### config.mk
export PLATFORM = sky130hd
export DESIGN_NAME = instr_fetch
export DESIGN_NICKNAME = d
export VERILOG_FILES = /design/src/rtl/instr_fetch.sv
export SDC_FILE = /design/constraint.sdc
export NUM_CORES = 1
export LEC_CHECK = 0
export CAP_MARGIN = 40
export CORE_ASPECT_RATIO = 1.2
export CORE_MARGIN = 1
export CORE_UTILIZATION = 57
export DETAILED_ROUTE_END_ITERATION = 8
export GPL_ROUTABILITY_DRIVEN = 0
export HOLD_SLACK_MARGIN = 0.12
export MAX_ROUTING_LAYER = met4
export PLACE_DENSITY = 0.94
export SKIP_LAST_GASP = 1
export SLEW_MARGIN = 20
export SYNTH_ARGS = -nofsm -noshare
export SYNTH_HDL_FRONTEND = slang
export SYNTH_SLANG_ARGS = --single-unit
### constraint.sdc
create_clock -name clk -period 4 [get_ports clk]
set_input_delay 0.4 -clock clk [delete_from_list [all_inputs] [get_ports clk]]
set_output_delay 0.4 -clock clk [all_outputs]
set_load 0.005 [all_outputs]
### src/rtl/instr_fetch.sv
// Instruction-fetch stage: PC, req/ready fetch handshake, one-entry skid buffer,
// branch redirect (immediate or deferred until the outstanding fetch completes) and IF/ID.
module instr_fetch #(
  parameter logic [31:0] RESET_PC = 32'h0000_0000
) (
  input  logic        clk,
  input  logic        rst_n,
  output logic [31:0] imem_addr,
  output logic        imem_req,
  input  logic        imem_ready,
  input  logic [31:0] imem_rdata,
  input  logic        stall,
  input  logic        branch_taken,
  input  logic [31:0] branch_target,
  output logic        ifid_valid,
  output logic [31:0] ifid_instr,
  output logic [31:0] ifid_pc4,
  output logic [5:0]  opcode
);

  typedef enum logic [0:0] {
    S_FETCH = 1'b0,
    S_FULL  = 1'b1
  } state_e;

  state_e      state_q, state_d;
  logic [31:0] pc_q, pc_d;
  logic        redir_pend_q, redir_pend_d;
  logic [31:0] redir_addr_q, redir_addr_d;
  logic [31:0] buf_instr_q, buf_instr_d;
  logic [31:0] buf_pc4_q, buf_pc4_d;
  logic        ifid_valid_q, ifid_valid_d;
  logic [31:0] ifid_instr_q, ifid_instr_d;
  logic [31:0] ifid_pc4_q, ifid_pc4_d;

  logic [31:0] pc_plus4_s;
  logic [31:0] target_s;

  assign pc_plus4_s = pc_q + 32'd4;
  assign target_s   = {branch_target[31:2], 2'b00};

  assign imem_req   = (state_q == S_FETCH) & rst_n;
  assign imem_addr  = pc_q;
  assign ifid_valid = ifid_valid_q;
  assign ifid_instr = ifid_instr_q;
  assign ifid_pc4   = ifid_pc4_q;
  assign opcode     = ifid_instr_q[31:26];

  // Next-state logic; a pending redirect is only applied once the outstanding fetch is accepted.
  always_comb begin
    state_d      = state_q;
    pc_d         = pc_q;
    redir_pend_d = redir_pend_q;
    redir_addr_d = redir_addr_q;
    buf_instr_d  = buf_instr_q;
    buf_pc4_d    = buf_pc4_q;
    ifid_valid_d = ifid_valid_q;
    ifid_instr_d = ifid_instr_q;
    ifid_pc4_d   = ifid_pc4_q;

    case (state_q)
      S_FETCH: begin
        if (branch_taken) begin
          ifid_valid_d = 1'b0;
          ifid_instr_d = 32'h0000_0000;
          ifid_pc4_d   = 32'h0000_0000;
          if (imem_ready) begin
            pc_d         = target_s;
            redir_pend_d = 1'b0;
          end else begin
            redir_pend_d = 1'b1;
            redir_addr_d = target_s;
          end
        end else if (imem_ready) begin
          if (redir_pend_q) begin
            pc_d         = redir_addr_q;
            redir_pend_d = 1'b0;
            if (!stall) begin
              ifid_valid_d = 1'b0;
              ifid_instr_d = 32'h0000_0000;
              ifid_pc4_d   = 32'h0000_0000;
            end else begin
              ifid_valid_d = ifid_valid_q;
            end
          end else if (!stall) begin
            ifid_valid_d = 1'b1;
            ifid_instr_d = imem_rdata;
            ifid_pc4_d   = pc_plus4_s;
            pc_d         = pc_plus4_s;
          end else begin
            buf_instr_d = imem_rdata;
            buf_pc4_d   = pc_plus4_s;
            pc_d        = pc_plus4_s;
            state_d     = S_FULL;
          end
        end else if (!stall) begin
          ifid_valid_d = 1'b0;
          ifid_instr_d = 32'h0000_0000;
          ifid_pc4_d   = 32'h0000_0000;
        end else begin
          ifid_valid_d = ifid_valid_q;
        end
      end
      S_FULL: begin
        if (branch_taken) begin
          buf_instr_d  = 32'h0000_0000;
          buf_pc4_d    = 32'h0000_0000;
          pc_d         = target_s;
          ifid_valid_d = 1'b0;
          ifid_instr_d = 32'h0000_0000;
          ifid_pc4_d   = 32'h0000_0000;
          state_d      = S_FETCH;
        end else if (!stall) begin
          ifid_valid_d = 1'b1;
          ifid_instr_d = buf_instr_q;
          ifid_pc4_d   = buf_pc4_q;
          state_d      = S_FETCH;
        end else begin
          state_d = S_FULL;
        end
      end
      default: begin
        state_d = S_FETCH;
      end
    endcase
  end

  // State and pipeline registers.
  always_ff @(posedge clk or negedge rst_n) begin
    if (!rst_n) begin
      state_q      <= S_FETCH;
      pc_q         <= RESET_PC;
      redir_pend_q <= 1'b0;
      redir_addr_q <= 32'h0000_0000;
      buf_instr_q  <= 32'h0000_0000;
      buf_pc4_q    <= 32'h0000_0000;
      ifid_valid_q <= 1'b0;
      ifid_instr_q <= 32'h0000_0000;
      ifid_pc4_q   <= 32'h0000_0000;
    end else begin
      state_q      <= state_d;
      pc_q         <= pc_d;
      redir_pend_q <= redir_pend_d;
      redir_addr_q <= redir_addr_d;
      buf_instr_q  <= buf_instr_d;
      buf_pc4_q    <= buf_pc4_d;
      ifid_valid_q <= ifid_valid_d;
      ifid_instr_q <= ifid_instr_d;
      ifid_pc4_q   <= ifid_pc4_d;
    end
  end

endmodule

# Word level (Yosys, flattened, before mapping)
# Index checks and enable logic that the tools add are counted.
classes:
  addsub: 1
  shifts: 0
  magnitude_cmp: 0
  div: 0
  n_reduce_logical: 6
  mul: 0
  muxes: 49
  bitwise_logic: 3
  eq_ne: 7
ops:
  columns: ["cell", "count"]
  rows:
  - ["32-bit 2-to-1 mux", 28]
  - ["32-bit one-hot mux with 2 select lines", 5]
  - ["32-bit by 3-bit adder with 32-bit output (second input constant)", 1]
  - ["1-bit 2-to-1 mux", 14]
  - ["2-bit inequality test (second input constant)", 5]
  - ["2-bit AND reduction", 3]
  - ["5-bit inequality test (second input constant)", 1]
  - ["5-bit AND reduction", 1]
  - ["1-bit one-hot mux with 2 select lines", 2]
  - ["3-bit inequality test (second input constant)", 1]
  - ["3-bit AND reduction", 1]
  - ["1-bit NOT", 2]
  - ["2-bit nonzero test", 1]
  - ["1-bit bitwise AND", 1]
word_totals:
  elab_cells: 75
  ff_bits: 193
  latchBits: 0
  ramBits: 0
  romBits: 0
  memories: 0

# Depth between registers and ports, before layout
logic_depth:
  word_depth: 6
  mapped_depth: 8
  ltp_nobuf: 6

# Worst setup path before layout
# Ideal clock, no wire load.
synth_path:
  path_kind: "reg-to-reg"
  from: "register pc_q[2] (netlist: imem_addr[2])"
  to: "register ifid_pc4_q[26] (netlist: ifid_pc4[26])"
  path_stages_with_launch: 7
  arrival_time_ns: 2.267
  synth_period_minus_slack_ns: 2.388
  n_path_buf: 0
  path_slack_ns: 1.612
  t_required_ns: 3.878
  cell_sequence: "dfrtp_1 ha_1 nand3_1 or4_4 or3_4 xor2_1 a2111oi_1"
synth_between:
  elab_chain_len: 6
synth_rtl:
  columns: ["item", "line", "text"]
  rows:
  - ["from (decl)", "27", "logic [31:0] pc_q, pc_d;"]
  - ["from (signal assigned)", "142", "pc_q <= pc_d;"]
  - ["32-bit by 3-bit adder with 32-bit output", "39", "assign pc_plus4_s = pc_q + 32'd4;"]
  - ["32-bit 2-to-1 mux", "85", "end else if (!stall) begin"]
  - ["32-bit 2-to-1 mux", "75", "if (redir_pend_q) begin"]
  - ["32-bit 2-to-1 mux", "74", "end else if (imem_ready) begin"]
  - ["32-bit 2-to-1 mux", "63", "if (branch_taken) begin"]
  - ["32-bit one-hot mux with 2 select lines", "61", "case (state_q)"]
  - ["to (signal assigned)", "149", "ifid_pc4_q <= ifid_pc4_d;"]
  - ["to (decl)", "34", "logic [31:0] ifid_pc4_q, ifid_pc4_d;"]
# No other way between the ends. The select of a mux whose other input is x is not followed.
# A chain may end at the register's enable or synchronous reset.

# Worst setup path after layout
# Ends and elaborated chain as after synthesis.

==> reports/metrics.cfg <==
[setup_path]
required_ns=4.32
critPathLaunch=imem_addr[2]$_DFFE_PN0P_
worstSetupPathDepth=6
endpoint=ifid_pc4[26]$_DFFE_PN0P_
worst_path_max_delay_cell=or4_4
reg2reg_to=ifid_pc4[26]$_DFFE_PN0P_
path_cells=ha_1, nand3_1, or4_4, or3_4, xor2_1, a2111oi_1
r2r_cells=6
reg2reg_from=imem_addr[2]$_DFFE_PN0P_
critPathLaunchType=flip-flop
r2r_slack_ns=1.22
arrival_ns=3.10
end_kind=flip-flop
cp_max_fo=9
critPathBufInv=0
criticalPathCategory=flip-flop to flip-flop
slowest_delay_ns=0.61
critical-path-top-delay-family=simple AND/OR/NAND/NOR gates

[yosys]
ys_ff_latch=190
synth_top_area_frac=0.5228
synth_common_cells=dfrtp_1, nand2_1, o21ai_0
yosys-mux-area-fraction=0.04499
async_flop_share=1.000
synth-seq-area-share=0.5228
syn_area_mm2=0.009095
synthAdderAreaFrac=0.001376
synth_compound_area_frac=0.2317
yosysMostFrequentCell=dfrtp_1
synth_area_per_cell_um2=10.03
synth.distinct_cells=59
synth_top_family_by_area=compound AO/OA/AOI/OAI gates
synth_flop_cell=dfrtp_1
synth_area_leader_cell=dfrtp_1
synthSimpleGateAreaFrac=0.1337
synth_xor_area_frac=0.02311
synth_area_leaders=dfrtp_1, o21ai_0, nand2_1, a22o_1, mux2_2
synth-edff-count=0
yosysWarnings=0
synth_cells=907

[detailed_routing]
drtAntennaViolNets=0
avgRoutedWirePerCell_um=20.56
drt_first_iter_violations=860
dr.pass1.iters=7
vias=8211
routed_via_density=6.548
routed_wl_um=25790
post-route-drc-count=0

[timing]
hold_violations=0
setup_viol=0
tns_ns=0
finClkSkew_ns=0.009786
fmax_mhz=359.8
rsz0062_at_grt=false
finalCriticalPeriod_ns=2.779
timing.hold.ws_ns=0.4811
max_slew_margin=0.4900
drv_slew=0
worst_pin_slew_ns=0.7622
finalCritPeriodShare=0.6948

[placement]
placed_cell_area_mm2=0.01091
io_buffers=168
dp_hpwl_um=16510

[die]
core_area_mm2=0.01558
die_height_um=140.4
dieArea_mm2=0.01647
ios=173
start_util=0.5839
die_w_um=117.3
num_rows=50

[clocking]
cts.htree.levels=4
path_clk_slew_ns=0.07
cts.sinks=190
cts_buffer_depth=2
insertion_delay_ns=0.44
cts_tree=done
cts_made_buffers=17
root_buffer=clkbuf_16
post_cts_buffers=0

[power_and_ir_drop]
power_density_mw_per_mm2=467.5
power_w=0.005415
ir_worst_vdd_mv=0.2809
p_leak_nw=4.769

[global_route]
grt_pass1_vias=7969
grt_start_max_net_pins=125
track_usage=0.3277
antenna_found_initial=0
grt_pass1_wl_um=41320
grt.overflow.total=0

[layout]
layout-drive-gt1-share=0.09465
fin_area_mm2=0.01158
final_nets=1103
area_growth_pct=27.36
nFillCells=967
antennaDiodeCount=0

[run]
drv_cap=0

[worst_hold_path]
hold_path_class=flip-flop to flip-flop

[status]
status=finished clean

## final cells by class
class | instances | area, um2 | area share
well taps | 208 | 260.3 | 0.02247
inverters | 11 | 41.29 | 0.003564
repair buffers | 188 | 1863 | 0.1608
clock inverters | 12 | 195.2 | 0.01685
flip-flops and latches | 190 | 4756 | 0.4106
clock buffers | 20 | 466.7 | 0.04029
multi-input cells | 625 | 4001 | 0.3454
## tightest hold or removal path, delay by kind of cell, from the launching register on
| kind | cells | cell delay, ns |
|---|---|---|
| DFF | 1 | 0.34 |
| and+or+nand+nor | 1 | 0.05 |
| AOI/OAI and AO/OA | 1 | 0.06 |
## cells by family (layout without fill, tap and decap cells)
kind of cell / count (synthesis) / after routing
muxes: 37 / 37
xor gates and xnor gates: 24 / 24
and+or+nand+nor: 247 / 247
AOI/OAI and AO/OA: 314 / 314
other: 1 / 2
DFF: 190 / 190
buffers and inverters: 93 / 231
adders and majority gates: 1 / 1
## metrics by stage
| stage | setup WS, ns | std cells | utilization |
|---|---|---|---|
| 3_3_place_gp | 1.059 | 1219 | 0.6982 |
| 3_5_place_dp | 0.9759 | 1221 | 0.7005 |
| 5_1_grt | 1.124 | 1254 | 0.7436 |
| 6_report | 1.221 | 1254 | 0.7436 |
| 2_1_floorplan | 1.612 | 908 | - |
| 4_1_cts | 1.256 | 1254 | 0.7436 |
## timing repair
item,CTS,global route
setup endpoints to repair,0,0
hold buffers,1,0
endpoints found under the hold margin,66,0
resized for setup,0,0
## routing by layer
layer	part of all wire	GRT usage	wire length [um]
met1	0.38	0.3973	9868
met2	0.48	0.5188	12500
met5	0	-	0
met3	0.084	0.05456	2157
met4	0.049	0.1928	1257
## layout by cell type (no fill, tap or decap), types with 3 or more instances in the layout
cell type and n:
a221o_1 10, dfrtp_1 189, nand4_1 7, nand3_1 17, a2111oi_0 11, nand2_1 101, a211oi_1 18, o311ai_0 3
o21ai_0 87, a21oi_1 58, nor3_1 6, a211o_1 4, a2111oi_1 3, clkbuf_16 17, and4_1 3, xnor2_1 12
a221oi_1 4, nor2_1 40, nor4_1 7, o31a_1 5, and3_1 9, o22ai_1 7, nand3b_1 4, a22oi_1 44
mux2_2 31, bufinv_16 4, a22o_1 41, o211ai_1 4, nand2b_1 10, mux2i_1 5, clkdlybuf4s50_1 166, nor2b_1 18
inv_1 11, buf_4 17, xor2_1 12, a31oi_1 4, inv_6 4, clkbuf_8 3, and2_1 8
## registers in the layout, indices dropped and copies added, names as in the netlist
signal / flops
buf_instr_q: 32
buf_pc4_q: 31
ifid_instr: 32
ifid_pc4: 32
ifid_valid: 1
imem_addr: 30
redir_addr_q: 30
redir_pend_q: 1
state_q: 1
## power by group
group          internal [W]  switching [W]
registers           0.00220       0.000262
clock network       0.00112       0.000764
logic              0.000540       0.000532
## how the worst min path moves through the flow
stage | startpoint | endpoint | slack (ns) | cells after the start
5_1_grt | ifid_instr[8]$_DFFE_PN0P_ | ifid_instr[8]$_DFFE_PN0P_ | 0.50 | 2
2_1_floorplan | rst_n | buf_instr_q[0]$_DFFE_PN0P_ | 0.10 | 0
3_5_place_dp | rst_n | ifid_instr[10]$_DFFE_PN0P_ | 0.43 | 1
4_1_cts | ifid_instr[7]$_DFFE_PN0P_ | ifid_instr[7]$_DFFE_PN0P_ | 0.49 | 2
6_report | ifid_instr[7]$_DFFE_PN0P_ | ifid_instr[7]$_DFFE_PN0P_ | 0.48 | 2
3_3_place_gp | rst_n | ifid_instr[11]$_DFFE_PN0P_ | 0.43 | 1
Power figures use the tool's default switching activity.
